`config.mk`:
```
export PLATFORM = sky130hd
export DESIGN_NAME = sonic_ranger
export DESIGN_NICKNAME = d
export VERILOG_FILES = /design/src/rtl/sonic_pkg.sv /design/src/rtl/sonic_echo_sync.sv /design/src/rtl/sonic_ranger.sv
export SDC_FILE = /design/constraint.sdc
export NUM_CORES = 1
export LEC_CHECK = 0
export CORE_UTILIZATION = 45
export DETAILED_ROUTE_END_ITERATION = 10
export DONT_BUFFER_PORTS = 1
export PLACE_DENSITY_LB_ADDON = 0.3
export SYNTH_ARGS = -nofsm -noshare
export SYNTH_HDL_FRONTEND = slang
export SYNTH_SLANG_ARGS = --single-unit
```
`constraint.sdc`:
```
create_clock -name clk -period 2.5 [get_ports clk]
set_clock_uncertainty 0.15 [all_clocks]
set_input_delay 0.125 -clock clk [delete_from_list [all_inputs] [get_ports clk]]
set_output_delay 0.125 -clock clk [all_outputs]
set_load 0.03 [all_outputs]
```
`src/rtl/sonic_pkg.sv`:
```
`default_nettype none
// +----------------------------------------------------------------------------+
// | Module  : sonic_pkg                                                        |
// | Brief   : Shared constants, FSM state encoding and helpers for sonic_ranger|
// | Revision: 1.0                                                              |
// +----------------------------------------------------------------------------+
package sonic_pkg;

  localparam int TRIG_CYCLES_DEF  = 500;
  localparam int CYC_PER_UNIT_DEF = 290;
  localparam int MAX_UNITS_DEF    = 4000;
  localparam int RISE_TIMEOUT_DEF = 1000000;
  localparam int DEGLITCH_LEN     = 8;

  localparam logic [1:0] ST_IDLE      = 2'd0;
  localparam logic [1:0] ST_TRIG      = 2'd1;
  localparam logic [1:0] ST_WAIT_RISE = 2'd2;
  localparam logic [1:0] ST_ECHO      = 2'd3;

  typedef enum logic [1:0] {
    S_IDLE      = ST_IDLE,
    S_TRIG      = ST_TRIG,
    S_WAIT_RISE = ST_WAIT_RISE,
    S_ECHO      = ST_ECHO
  } sonic_state_e;

  // Counter width for a modulo-n counter, never narrower than one bit.
  function automatic int cnt_width(input int n);
    return (n > 1) ? $clog2(n) : 1;
  endfunction

endpackage
`default_nettype wire

```
`src/rtl/sonic_echo_sync.sv`:
```
`default_nettype none
// +----------------------------------------------------------------------------+
// | Module  : sonic_echo_sync                                                  |
// | Brief   : ECHO pin synchroniser with rise/fall pulses; optional deglitch   |
// |           filter enabled by SONIC_DEGLITCH_EN.                             |
// | Revision: 1.0                                                              |
// +----------------------------------------------------------------------------+
module sonic_echo_sync
  import sonic_pkg::*;
(
  input  logic clk,
  input  logic rst_n,
  input  logic echo_i,
  output logic echo_s_o,
  output logic rise_o,
  output logic fall_o
);

  logic sync1_q;
  logic sync2_q;
  logic echo_s;
  logic echo_prev_q;

  always_ff @(posedge clk or negedge rst_n) begin
    if (!rst_n) begin
      sync1_q <= 1'b0;
      sync2_q <= 1'b0;
    end else begin
      sync1_q <= echo_i;
      sync2_q <= sync1_q;
    end
  end

`ifdef SONIC_DEGLITCH_EN
  localparam int GW = cnt_width(DEGLITCH_LEN);

  logic          filt_q;
  logic          filt_d;
  logic [GW-1:0] glitch_cnt_q;
  logic [GW-1:0] glitch_cnt_d;

  // The filtered level follows only after DEGLITCH_LEN consecutive differing samples.
  always_comb begin
    filt_d       = filt_q;
    glitch_cnt_d = '0;
    if (sync2_q != filt_q) begin
      if (glitch_cnt_q == GW'(DEGLITCH_LEN - 1)) begin
        filt_d = sync2_q;
      end else begin
        glitch_cnt_d = glitch_cnt_q + GW'(1);
      end
    end
  end

  always_ff @(posedge clk or negedge rst_n) begin
    if (!rst_n) begin
      filt_q       <= 1'b0;
      glitch_cnt_q <= '0;
    end else begin
      filt_q       <= filt_d;
      glitch_cnt_q <= glitch_cnt_d;
    end
  end

  assign echo_s = filt_q;
`else
  assign echo_s = sync2_q;
`endif

  always_ff @(posedge clk or negedge rst_n) begin
    if (!rst_n) begin
      echo_prev_q <= 1'b0;
    end else begin
      echo_prev_q <= echo_s;
    end
  end

  assign echo_s_o = echo_s;
  assign rise_o   = echo_s & ~echo_prev_q;
  assign fall_o   = ~echo_s & echo_prev_q;

endmodule
`default_nettype wire

```
`src/rtl/sonic_ranger.sv`:
```
`default_nettype none
// +----------------------------------------------------------------------------+
// | Module  : sonic_ranger                                                     |
// | Brief   : Ultrasonic range-finder front end: trigger pulse, echo timing,   |
// |           quantised distance or fail. SONIC_DEGLITCH_EN adds echo filter.  |
// | Revision: 1.0                                                              |
// +----------------------------------------------------------------------------+
module sonic_ranger
  import sonic_pkg::*;
#(
  parameter int DisLen       = 16,
  parameter int TRIG_CYCLES  = TRIG_CYCLES_DEF,
  parameter int CYC_PER_UNIT = CYC_PER_UNIT_DEF,
  parameter int MAX_UNITS    = MAX_UNITS_DEF,
  parameter int RISE_TIMEOUT = RISE_TIMEOUT_DEF
) (
  input  logic            clk,
  input  logic            rst_n,
  input  logic            trigger,
  output logic            triggerSuc,
  output logic            valid,
  output logic            fail,
  output logic [DisLen:0] distance,
  output logic            sonic_trig,
  input  logic            sonic_echo
);

  localparam int DW = DisLen + 1;
  localparam int TW = cnt_width(TRIG_CYCLES);
  localparam int PW = cnt_width(CYC_PER_UNIT);
  localparam int WW = $clog2(RISE_TIMEOUT + 1);

  localparam logic [TW-1:0] TRIG_LAST = TW'(TRIG_CYCLES - 1);
  localparam logic [PW-1:0] PRE_LAST  = PW'(CYC_PER_UNIT - 1);
  localparam logic [WW-1:0] WAIT_LAST = WW'(RISE_TIMEOUT - 1);
  localparam logic [DW-1:0] UNIT_MAX  = DW'(MAX_UNITS);

  logic echo_s;
  logic echo_rise;
  logic echo_fall;

  sonic_echo_sync u_echo_sync (
    .clk      (clk),
    .rst_n    (rst_n),
    .echo_i   (sonic_echo),
    .echo_s_o (echo_s),
    .rise_o   (echo_rise),
    .fall_o   (echo_fall)
  );

  sonic_state_e  state_q, state_d;
  logic [TW-1:0] trig_cnt_q, trig_cnt_d;
  logic [PW-1:0] pre_cnt_q, pre_cnt_d;
  logic [DW-1:0] unit_cnt_q, unit_cnt_d;
  logic [WW-1:0] wait_cnt_q, wait_cnt_d;
  logic [DW-1:0] distance_q, distance_d;
  logic          sonic_trig_q, sonic_trig_d;
  logic          trig_suc_q, trig_suc_d;
  logic          valid_q, valid_d;
  logic          fail_q, fail_d;
  logic [PW-1:0] pre_inc;
  logic [DW-1:0] unit_inc;

  // The fall cycle itself is counted, so an echo of N cycles yields N/CYC_PER_UNIT.
  assign pre_inc  = (pre_cnt_q == PRE_LAST) ? '0 : pre_cnt_q + PW'(1);
  assign unit_inc = (pre_cnt_q == PRE_LAST) ? unit_cnt_q + DW'(1) : unit_cnt_q;

  always_comb begin
    state_d      = state_q;
    trig_cnt_d   = trig_cnt_q;
    pre_cnt_d    = pre_cnt_q;
    unit_cnt_d   = unit_cnt_q;
    wait_cnt_d   = wait_cnt_q;
    distance_d   = distance_q;
    sonic_trig_d = sonic_trig_q;
    trig_suc_d   = 1'b0;
    valid_d      = 1'b0;
    fail_d       = 1'b0;
    case (state_q)
      S_IDLE: begin
        if (trigger && !echo_s) begin
          state_d      = S_TRIG;
          sonic_trig_d = 1'b1;
          trig_cnt_d   = '0;
        end
      end
      S_TRIG: begin
        if (trig_cnt_q == TRIG_LAST) begin
          sonic_trig_d = 1'b0;
          trig_suc_d   = 1'b1;
          wait_cnt_d   = '0;
          state_d      = S_WAIT_RISE;
        end else begin
          trig_cnt_d = trig_cnt_q + TW'(1);
        end
      end
      S_WAIT_RISE: begin
        if (echo_rise) begin
          pre_cnt_d  = '0;
          unit_cnt_d = '0;
          state_d    = S_ECHO;
        end else if (wait_cnt_q == WAIT_LAST) begin
          fail_d  = 1'b1;
          state_d = S_IDLE;
        end else begin
          wait_cnt_d = wait_cnt_q + WW'(1);
        end
      end
      S_ECHO: begin
        pre_cnt_d  = pre_inc;
        unit_cnt_d = unit_inc;
        if (echo_fall) begin
          distance_d = unit_inc;
          valid_d    = 1'b1;
          state_d    = S_IDLE;
        end else if (unit_inc == UNIT_MAX) begin
          fail_d  = 1'b1;
          state_d = S_IDLE;
        end
      end
      default: state_d = S_IDLE;
    endcase
  end

  always_ff @(posedge clk or negedge rst_n) begin
    if (!rst_n) begin
      state_q      <= S_IDLE;
      trig_cnt_q   <= '0;
      pre_cnt_q    <= '0;
      unit_cnt_q   <= '0;
      wait_cnt_q   <= '0;
      distance_q   <= '0;
      sonic_trig_q <= 1'b0;
      trig_suc_q   <= 1'b0;
      valid_q      <= 1'b0;
      fail_q       <= 1'b0;
    end else begin
      state_q      <= state_d;
      trig_cnt_q   <= trig_cnt_d;
      pre_cnt_q    <= pre_cnt_d;
      unit_cnt_q   <= unit_cnt_d;
      wait_cnt_q   <= wait_cnt_d;
      distance_q   <= distance_d;
      sonic_trig_q <= sonic_trig_d;
      trig_suc_q   <= trig_suc_d;
      valid_q      <= valid_d;
      fail_q       <= fail_d;
    end
  end

  assign triggerSuc = trig_suc_q;
  assign valid      = valid_q;
  assign fail       = fail_q;
  assign distance   = distance_q;
  assign sonic_trig = sonic_trig_q;

endmodule
`default_nettype wire
```
==> results.md, run 1 <==
- M3 GR Usage: 4.25%
- # IOs: 25
- Sw Share: 24.5%
- Relative slew slack: 57.6%
- All-Layer GR Usage: 21.5%
- Worst setup EP type: flop
- CTS Buf Count: 9
- Initial antenna violation count: 1
- Drt first pass iters: 5
- Area Growth Syn to Fin: 17.1%
- Grt met1 use: 30.3%
- Commonest non-fill, non-tap cells in the layout: dfrtp_1 (81), o21ai_0 (61), nand2_1 (60), buf_4 (40), nor2_1 (35)
- Crit path time final: 2.48 ns
- Clk slew on worst S/H paths: 0.08 ns
- Final hold violation count: 0
- Sequential area share after synthesis: 46.7%
- CTS Sinks: 81
- Pwr/cell area: 508 nW/um2
- Max clock buf depth: 2
- Antenna viol nets, final: 0
- EDFF count, synth: 0
- WL/cell: 15.7 um
- Psw: 0.632 mW
- Worst EP required: 2.57 ns
- Post-synth top flop: dfrtp_1
- Total number of vias: 3765
- Nets: 523
- WL final: 10.2 mm
- Crit path launch type: flop
- Final HPWL DP: 6.72 mm
- First-pass GRT wire length: 17.1 mm
- Number of global-route vias before repair: 3526
- CTS tree: done
- Least-Margin Pin Slew: 0.629 ns
- Die Wd: 100 um
- Tcrit/Tclk final: 99.1%
- Number of max-cap violations: 0
- Setup CP Type: flop to flop
- Residual DRC: 0
- Row count: 35
- GPL Wtd Cong: 0.889
- Gate power share: 4.0%
- # port buffers: 0
- Vias/cell: 5.80
- Int Pwr: 1.95 mW
- Commonest non-fill, non-tap cell in the layout: dfrtp_1
- Post-synthesis sequential element count: 81
- GRT overflow: 0
- Pwr Total: 2.59 mW
- Crit Path Max Fanout: 5
- Fmax: 0.403 GHz
- Share of power burned in registers: 56.2%
- Final core occ: 54.8%
- Core Region: 9280 um2
- Clock Latency Late Sink: 0.36 ns
- Setup violators final: 0
- Count of unique library cells instantiated by Yosys: 52
- Status: complete, no violations
- FFs w/ async S/R, synth: 100%
- Gate Count Post-Synth: 489
- Max Transition Viols Final: 0
- Die area: 10000 um2
- Post-Syn Area: 4340 um2
- Largest net degree at the start of global routing: 82
- Grt met2 use: 33.3%
- Busiest layer in global routing: met2
- Die height: 100 um
- Maximum vdd ir drop: 0.274 mV
- Worst Hold Class: input pin to flop
- Iter 0 DRT Violations: 225
- Clk pwr share: 39.8%
- Worst Path Arrival: 2.55 ns
- YS warnings: 0
- Leak: 2.08 nW
- Clk root buf: clkbuf_8
- Syn avg cell area: 8.88 um2
- Fraction of layout cells with a size suffix above 1: 16.0%
- Starting Density: 46.8%
- Htree depth: 3
- Syn nets: 498
- RSZ-0062 raised after global routing: yes
metal layers:
metal	wire, um	share of wire [%]
met1	4770	47
met2	4760	47
met3	472	4.6
met4	167	1.6
met5	0	0
final cells by class:
type	instances	area [um2]
fill	839	4200
multi-input combinational	368	2250
sequential	81	2030
timing repair buffer	47	402
clock buffer	12	165
tap	129	161
clock inverter	4	50.0
inverter	7	26.3
antenna	1	2.50
sequential cells by signal (all words and copies together) (netlist names), 2 cells and up:
signal / flops
pre_cnt_q: 9
trig_cnt_q: 9
state_q: 2
distance: 17
wait_cnt_q: 20
unit_cnt_q: 17
power groups by stage:
stage	clock network (mW)	registers (mW)	logic [mW]
2_1_floorplan	0	1.45	0.0777
3_3_place_gp	0	1.47	0.0703
3_5_place_dp	0	1.48	0.0732
4_1_cts	1.04	1.45	0.108
5_1_grt	1.12	1.46	0.124
6_report	1.03	1.45	0.104
what timing repair did:
action                                  CTS  global route
hold buffers                              3             0
pin swaps                                 6             5
endpoints found under the hold margin    82             0
setup buffers                             4             5
resized for setup                         8            14
endpoints found under the setup margin    3            11
synth_stat cells, types with 2 or more instances:
cell type / number / area, um2
a21o_1: 2 / 15.0
o2111ai_1: 3 / 26.3
o31ai_1: 10 / 75.1
nand3_1: 22 / 110
or4_1: 7 / 52.6
nand4_1: 15 / 93.8
nor4b_1: 3 / 26.3
mux2i_1: 2 / 20.0
or3_1: 9 / 56.3
nand2b_1: 5 / 31.3
ha_1: 5 / 62.6
inv_1: 7 / 26.3
clkbuf_1: 30 / 113
nand2_1: 60 / 225
a21oi_1: 24 / 120
a211oi_1: 3 / 22.5
xnor2_1: 16 / 140
o21ai_0: 65 / 325
o41ai_1: 5 / 43.8
o31a_1: 3 / 26.3
nor2_1: 37 / 139
nor3_1: 5 / 25.0
nor3_2: 2 / 20.0
xor2_1: 11 / 96.3
and3_1: 8 / 50.1
and2_1: 5 / 31.3
nor4_1: 5 / 31.3
dfrtp_1: 81 / 2030
a31oi_1: 13 / 81.3
nor2b_1: 4 / 25.0
kinds of logic (layout without fill, tap and decap cells):
| family | count (synthesis) | count (layout) | share of synthesized area, % |
|---|---|---|---|
| AO/OA/AOI/OAI | 138 | 138 | 18.9 |
| XOR/XNOR | 27 | 27 | 5.44 |
| adder cells (fa/ha/maj) | 5 | 5 | 1.44 |
| buffers and inverters | 40 | 70 | 3.66 |
| flip-flops | 81 | 81 | 46.7 |
| multiplexers | 2 | 2 | 0.461 |
| other | 0 | 1 | 0 |
| AND/OR/NAND/NOR | 196 | 196 | 23.4 |
critical path, cell delays in order (launching register included):
cell	delay (ns)
dfrtp_1	0.42
inv_2	0.07
ha_2	0.17
nand4bb_1	0.15
or4_4	0.60
buf_6	0.16
nor3_4	0.28
nand3_2	0.13
xor2_1	0.15
o21ai_1	0.07
final timing paths:
kind / end / slack [ns] / cells past startpoint / from
min in group asynchronous: pre_cnt_q[7] / 0.20 / 2 / rst_n
min reg2reg: u_echo_sync.echo_s_o / 0.21 / 0 / u_echo_sync.sync1_q
min: trig_cnt_q[5] / 0.06 / 3 / trigger
max: distance[16] / 0.02 / 9 / pre_cnt_q[1]
max reg2reg: distance[16] / 0.02 / 9 / pre_cnt_q[1]
max in group asynchronous: distance[12] / 1.66 / 2 / rst_n
stage by stage:
step / cells / TNS [ns] / hold WS [ns] / instance area, um2 / worst slack [ns]
floorplan: 489 / -0.0732 / -0.321 / 4360 / -0.0413
global placement: 620 / 0 / -0.317 / 4660 / 0.0540
detailed placement: 620 / -0.129 / -0.318 / 4660 / -0.0554
CTS: 643 / -0.256 / 0.0634 / 4990 / -0.0653
global route: 649 / -0.539 / 0.0738 / 5090 / -0.0995
finish: 649 / 0 / 0.0588 / 5090 / 0.0215
Power figures use the tool's default switching activity.
==> inputs of run 2 (changes only) <==
--- a/config.mk
+++ b/config.mk
@@ -5,7 +5,7 @@
 export SDC_FILE = /design/constraint.sdc
 export NUM_CORES = 1
 export LEC_CHECK = 0
-export CORE_UTILIZATION = 45
+export CORE_UTILIZATION = 35
 export DETAILED_ROUTE_END_ITERATION = 10
 export DONT_BUFFER_PORTS = 1
 export PLACE_DENSITY_LB_ADDON = 0.3
==> results.md, run 2 (synthesis results as in run 1) <==
- Setup violators final: 3 (was 0)
- Largest net degree at the start of global routing: 82 (unchanged)
- GPL Wtd Cong: 0.899 (was 0.889)
- Die Wd: 113 um (was 100 um)
- First-pass GRT wire length: 17.1 mm (about the same)
- Core Region: 12100 um2 (was 9280 um2)
- Commonest non-fill, non-tap cell in the layout: dfrtp_1 (unchanged)
- Final hold violation count: 0 (unchanged)
- Starting Density: 36.0% (was 46.8%)
- Crit-path cells: or4b_4 -> or4_4 -> nor3_4 -> o2111ai_2 -> nor4_4 -> a41o_1 (was inv_2 -> ha_2 -> nand4bb_1 -> or4_4 -> buf_6 -> nor3_4 -> nand3_2 -> xor2_1 -> o21ai_1)
- Most flop-heavy register: wait_cnt_q (unchanged)
- Number of max-cap violations: 0 (unchanged)
- Final HPWL DP: 6.85 mm (was 6.72 mm)
- Pwr/cell area: 570 nW/um2 (was 508 nW/um2)
- Nets: 520 (was 523)
- # port buffers: 0 (unchanged)
- Maximum vdd ir drop: 0.298 mV (was 0.274 mV)
- Antenna viol nets, final: 0 (unchanged)
- Clk root buf: clkbuf_16 (was clkbuf_8)
- Vias/cell: 5.39 (was 5.80)
- Leak: 2.11 nW (was 2.08 nW)
- Area Growth Syn to Fin: 20.0% (was 17.1%)
- Worst setup EP type: flop (unchanged)
- Worst path slowest cell: or4_4 (unchanged)
- Place WS: -0.0219 ns (was -0.0554 ns)
- Residual DRC: 0 (unchanged)
- Worst Hold Class: input pin to asynchronous set/reset pin (was input pin to flop)
- Fillers: 1130 (was 839)
- Relative slew slack: 63.4% (was 57.6%)
- CTS Buf Count: 9 (unchanged)
- Drt first pass iters: 4 (was 5)
- Tcrit/Tclk final: 101% (was 99.1%)
- Setup CP Type: flop to flop (unchanged)
- Worst EP required: 2.62 ns (was 2.57 ns)
- Fraction of layout cells with a size suffix above 1: 14.4% (was 16.0%)
- Setup TNS: -0.0388 ns (was 0 ns)
- Setup WS post-layout: -0.0224 ns (was 0.0215 ns)
- Clock Latency Late Sink: 0.33 ns (was 0.36 ns)
- Antenna Cells: 0 (was 1)
- Max clock buf depth: 2 (unchanged)
- # IOs: 25 (unchanged)
- Crit Path Max Fanout: 3 (was 5)
- Iter 0 DRT Violations: 279 (was 225)
- Initial antenna violation count: 0 (was 1)
- Largest register FFs: 20 (unchanged)
- Die area: 12900 um2 (was 10000 um2)
- Pwr Total: 2.97 mW (was 2.59 mW)
- Htree depth: 3 (unchanged)
- GRT overflow: 0 (unchanged)
- Status: finished, violations left (was complete, no violations)
- Max Transition Viols Final: 0 (unchanged)
- Failing checks: setup timing
- WL final: 9.96 mm (was 10.2 mm)
- Crit path launch type: flop (unchanged)
- Row count: 40 (was 35)
- All-Layer GR Usage: 16.5% (was 21.5%)
- Commonest non-fill, non-tap cells in the layout: dfrtp_1 (81), nand2_1 (60), o21ai_0 (58), buf_4 (37), nor2_1 (36) (was dfrtp_1 (81), o21ai_0 (61), nand2_1 (60), buf_4 (40), nor2_1 (35))
- RSZ-0062 raised after global routing: yes (unchanged)
- CP peak stage delay: 0.60 ns (about the same)
- WL/cell: 14.6 um (was 15.7 um)
- CTS Sinks: 81 (unchanged)
- Crit path time final: 2.52 ns (was 2.48 ns)
- Clk slew on worst S/H paths: 0.06 ns (was 0.08 ns)
- Total number of vias: 3682 (was 3765)
- Number of global-route vias before repair: 3557 (was 3526)
- Die height: 113 um (was 100 um)
- Worst Path Arrival: 2.65 ns (was 2.55 ns)
- Fmax: 0.396 GHz (was 0.403 GHz)
- Least-Margin Pin Slew: 0.549 ns (was 0.629 ns)
- CTS tree: done (unchanged)
run 2: routing by layer:
layer / global-route usage, % / share of wire, % / vias to the layer above
met5: 0 / 0 / -
met4: 8.16 / 2.0 / 0
met3: 2.44 / 3.0 / 19
met2: 25.6 / 46 / 67
met1: 22.5 / 49 / 1780
li1: - / - / 1816
run 2: critical path, delay by kind of cell (launching register included):
kind               cells  cell delay [ns]
and+or+nand+nor        4             1.56
DFF                    1             0.38
AOI/OAI and AO/OA      2             0.37
run 2: area by class of cell:
class	instances	area [um2]	share of cell area [%]
Inverter	7	26.3	0.504
Tap cell	168	210	4.03
Clock buffer	11	243	4.66
Sequential cell	81	2030	38.9
Multi-Input combinational cell	368	2250	43.2
Timing Repair Buffer	44	378	7.25
Clock inverter	4	76.3	1.46
run 2: final timing paths:
path	start	endpoint	slack, ns	depth (start not counted)
max in group asynchronous	rst_n	wait_cnt_q[15]	1.66	2
min in group clk	sonic_echo	u_echo_sync.sync1_q	0.20	1
worst min register to register	u_echo_sync.sync1_q	u_echo_sync.echo_s_o	0.21	0
worst max register to register	pre_cnt_q[4]	fail	-0.02	6
worst min-delay path	rst_n	pre_cnt_q[2]	0.16	2
worst max-delay path	pre_cnt_q[4]	fail	-0.02	6
run 2: metrics by stage:
stage	util [%]	cell area (um2)	cells	hold WS (ns)
floorplan	-	4360	489	-0.321
global route	43.2	5210	683	0.208
global placement	39.2	4720	660	-0.316
detailed placement	39.2	4720	660	-0.316
finish	43.2	5210	683	0.163
CTS	42.5	5120	680	0.193
run 2: repair_timing:
item | CTS | global route
resized for setup | 3 | 18
pin swaps | 0 | 6
setup buffers | 1 | 3
hold endpoints to repair | 83 | 0
hold buffers | 4 | 0
setup endpoints to repair | 3 | 9
run 2: report_power, final:
part           switching [mW]  internal, mW
clock network           0.515         0.900
registers              0.0827          1.37
logic                  0.0589        0.0475
total                   0.657          2.32
